**src/rtl/change_logger.sv**
```systemverilog
// rtl/change_logger.sv - timestamped change logger for an asynchronous single-bit line
module change_logger #(
  parameter int TS_W   = 16,
  parameter int DEPTH  = 8,
  parameter int DROP_W = 8
) (
  input  logic                     clk,
  input  logic                     rst_n,
  input  logic                     din,
  input  logic                     en,
  input  logic                     clr_ovf,
  input  logic                     rd_ready,
  output logic                     rd_valid,
  output logic                     rd_value,
  output logic [TS_W-1:0]          rd_ts,
  output logic [$clog2(DEPTH):0]   level,
  output logic                     overflow,
  output logic [DROP_W-1:0]        drop_cnt
);

  localparam int AW = $clog2(DEPTH);

  logic              s1;
  logic              s2;
  logic              prev;
  logic [TS_W-1:0]   ts_cnt;
  logic [AW:0]       wr_ptr;
  logic [AW:0]       rd_ptr;
  logic [TS_W:0]     mem [DEPTH];
  logic [TS_W:0]     head;

  logic              empty;
  logic              full;
  logic              change;
  logic              push;
  logic              pop;
  logic              wr_en;
  logic              drop;

  always_comb begin
    empty  = (wr_ptr == rd_ptr);
    full   = (wr_ptr[AW] != rd_ptr[AW]) && (wr_ptr[AW-1:0] == rd_ptr[AW-1:0]);
    change = (s2 != prev);
    push   = change & en;
    pop    = ~empty & rd_ready;
    // A pop in the same cycle frees the slot, so a full FIFO still accepts.
    wr_en  = push & (~full | pop);
    drop   = push & full & ~pop;
  end

  always_comb begin
    head     = mem[rd_ptr[AW-1:0]];
    rd_valid = ~empty;
    rd_value = empty ? 1'b0 : head[0];
    rd_ts    = empty ? '0 : head[TS_W:1];
    level    = wr_ptr - rd_ptr;
  end

  always_ff @(posedge clk or negedge rst_n) begin
    if (!rst_n) begin
      s1     <= 1'b0;
      s2     <= 1'b0;
      prev   <= 1'b0;
      ts_cnt <= '0;
    end else begin
      s1     <= din;
      s2     <= s1;
      prev   <= s2;
      ts_cnt <= ts_cnt + 1'b1;
    end
  end

  always_ff @(posedge clk or negedge rst_n) begin
    if (!rst_n) begin
      wr_ptr <= '0;
      rd_ptr <= '0;
    end else begin
      if (wr_en) wr_ptr <= wr_ptr + 1'b1;
      if (pop)   rd_ptr <= rd_ptr + 1'b1;
    end
  end

  always_ff @(posedge clk) begin
    if (wr_en) mem[wr_ptr[AW-1:0]] <= {ts_cnt, s2};
  end

  // Clear has priority over a drop landing in the same cycle.
  always_ff @(posedge clk or negedge rst_n) begin
    if (!rst_n) begin
      overflow <= 1'b0;
      drop_cnt <= '0;
    end else if (clr_ovf) begin
      overflow <= 1'b0;
      drop_cnt <= '0;
    end else if (drop) begin
      overflow <= 1'b1;
      if (drop_cnt != {DROP_W{1'b1}}) drop_cnt <= drop_cnt + 1'b1;
    end
  end

endmodule

```
**config.mk**
```make
export PLATFORM = sky130hd
export DESIGN_NAME = change_logger
export DESIGN_NICKNAME = d
export VERILOG_FILES = /design/src/rtl/change_logger.sv
export SDC_FILE = /design/constraint.sdc
export NUM_CORES = 1
export LEC_CHECK = 0
export CAP_MARGIN = 10
export CORE_MARGIN = 4
export CORE_UTILIZATION = 64
export CTS_CLUSTER_SIZE = 14
export DETAILED_ROUTE_END_ITERATION = 10
export HOLD_SLACK_MARGIN = 0.03
export PLACE_DENSITY = 0.84
export SLEW_MARGIN = 20
export SYNTH_ARGS = -nofsm -noshare
export SYNTH_HDL_FRONTEND = slang
export SYNTH_SLANG_ARGS = --single-unit
```
**constraint.sdc**
```tcl
create_clock -name clk -period 10.6 [get_ports clk]
set_clock_uncertainty 0.1 [all_clocks]
set_input_delay 2.65 -clock clk [delete_from_list [all_inputs] [get_ports clk]]
set_output_delay 2.65 -clock clk [all_outputs]
set_load 0.005 [all_outputs]
```
==> impl_results.md <==
- Largest net degree at the start of global routing: 40
- Worst skew pair latency: 0.52 ns
- Routed len/inst: 22.0 um
- H-tree levels: 4
- Post-Syn Instances: 404
- Root Buffer: clkbuf_8
- DRT antenna net count: 0
- Maximum VDD drop: 0.152 mV
- Hold Path Class: flop to flop
- Initial core utilization: 0.661
- Met1 wire length: 5020 um
- Syn-to-layout area delta: 16.1%
- Worst r2r src: rd_ptr[2]
- Resized Gates After CTS: 0
- Worst Setup SP: rd_ptr[2]
- Fraction of the cycle the final worst path needs: 0.634
- Critical Path AT: 3.97 ns
- Slew @ Worst Pin: 0.871 ns
- Synth cell count leaders: 136 x edfxtp_1, 47 x nand2_1, 36 x dfrtp_1
- Drt first pass iters: 5
- Post-synth EDFFs: 136
- Type of the worst setup path: flop to primary output
- RSZ-0062 raised after global routing: false
- CORE AREA: 10400 um2
- Worst Path Required: 7.85 ns
- Top FF cell, synth: edfxtp_1
- Syn_nets: 418
- Num rows: 37
- Die ar.: 12500 um2
- Max Used Layer: met4
- Worst-path maximum fanout: 20
- Leading area contributor after synthesis: edfxtp_1
- Crit end category: primary output
- LEAKAGE: 0.00283 uW
- Total grt overflow: 0
- Drt initial violations: 373
- GPL Wtd Cong: 0.795
- Die Y: 112 um
- Ports: 37
- Async SR Flop Fraction: 0.209
- Rel. slew slack: 0.418
- Final worst setup slack: 3.88 ns
- Vias in the first global route: 3923
- Hold endpoint: s2
- Min Tclk post-route: 6.72 ns
- R2R Path End: mem[5][11]
- PortBufs: 36
- Flop2flop setup slack: 6.32 ns
- Total GRT Usage: 0.231
- Synth Warn #: 0
- CTS tree: yes
- Die X-Extent: 112 um
- Setup violators final: 0
- Routed vias: 3681
- Worst slack, placed: 4.44 ns
- Synth area leaders: edfxtp_1 59%, dfrtp_1 13%, mux4_2 11%
- Post-Route WL: 13200 um
- DP HPWL: 7760 um
- Yosys cell types: 36
- Syn_area_per_cell: 17.0 um2
- Hold path cells: 0
- CTS clk-pin slew, worst paths: 0.06 ns
- Post-Synthesis Cell Area: 6890 um2
- First-pass GRT wire length: 21400 um
- Slew Limit Fails: 0
- Flops & latches, synth: 172
- Hold-fix buffers, CTS: 0
- DRC Markers: 0
- Pwr per Cell Area: 260 nW/um2
- DR WL met2: 7150 um
- Reg2reg path depth: 7
- WL met3: 863 um
- TritonCTS buffer count: 17
- Layout cell share with drive strength beyond 1: 0.172
- Final Hold Viols: 0
- Sequential element share of the synthesized area: 0.724
- Post-CTS setup repair buffer count: 0
- Post-synth top area share: 0.593
- TNS Setup: 0 ns
- Max-Cap Viols: 0
- Sink Count: 172
- Bufs on Longest Clock Path: 2
- Vias/cell: 6.12
- Antenna violations before repair: 0
- Peak Freq: 149 MHz
- Count leader, synth: edfxtp_1
- Net count reported at finish: 467
- Status: completed
- Hold path startpoint: s1
- Antenna diode count: 0
- Crit path launch type: flop
## placed cells by master, fill, tap and decap left out, drive strengths merged
cell,count
o31ai,4
nor2,8
ha,7
or3,2
clkinvlp,5
a21o,1
xor2,7
nand2b,1
fa,1
edfxtp,136
nor4,1
xnor2,18
nor3,6
nand4,6
o21bai,1
buf,11
dfrtp,36
o21a,1
inv,14
nand3,15
or4,4
nand2,47
o311a,2
clkdlybuf4s50,35
o21ba,1
mux2,1
and3,4
and4b,1
a21oi,25
mux4,34
clkinv,5
nor3b,1
o41ai,1
clkbuf,19
bufinv,2
o21ai,2
## sequential cells by signal, indices dropped and copies added (netlist names)
register	count
wr_ptr	4
prev	1
rd_ptr	4
s1	1
overflow	1
ts_cnt	16
drop_cnt	8
s2	1
mem	136
## logic make-up after synthesis
group,synth area share
XOR/XNOR,0.0318
buffers and inverters,0.0173
AO/OA/AOI/OAI,0.0329
multiplexers,0.113
flip-flops,0.724
AND/OR/NAND/NOR,0.0658
adder cells (fa/ha/maj),0.0156
## critical path, cell delays in order, from the launching register on
cell	delay, ns
dfrtp_1	0.91
clkinv_1	0.81
ha_1	0.60
nand3_1	0.13
nor2_1	0.05
buf_4	0.24
a21oi_1	0.17
clkdlybuf4s50_1	0.52
## through the flow
step | utilization | cells | total power, uW | instance area (um2) | hold WS (ns)
detailed placement | 0.715 | 570 | 1520 | 7450 | 0.235
global route | 0.767 | 601 | 2180 | 7990 | 0.253
finish | 0.767 | 601 | 2080 | 7990 | 0.246
floorplan | - | 404 | 1220 | 6890 | 0.231
global placement | 0.715 | 570 | 1500 | 7450 | 0.235
CTS | 0.767 | 601 | 2090 | 7990 | 0.246
## how the worst max path moves through the flow
stage | end | slack, ns | cells past startpoint
CTS | rd_ts[6] | 3.84 | 7
detailed placement | rd_ts[10] | 4.44 | 7
finish | rd_ts[9] | 3.88 | 7
global route | rd_ts[7] | 3.61 | 7
global placement | rd_ts[7] | 4.63 | 7
floorplan | mem[0][0] | 5.36 | 4
## per-layer routing
layer,vias up,track usage
met5,-,0
met4,0,0.0916
met3,23,0.0446
met2,148,0.390
met1,1860,0.299
li1,1650,-
## final cells by class
cell class	instances	area [um2]
inverters	14	52.6
multi-input cells	202	1810
flip-flops and latches	172	4990
well taps	136	170
clock inverters	12	124
clock buffers	19	422
repair buffers	46	430
fillers	583	2420
## report_power, final
| part | internal [uW] | switching, uW |
|---|---|---|
| sequential | 782 | 46.1 |
| combinational | 367 | 309 |
| clock | 332 | 239 |
No activity file was read; power rests on OpenSTA's default activity.
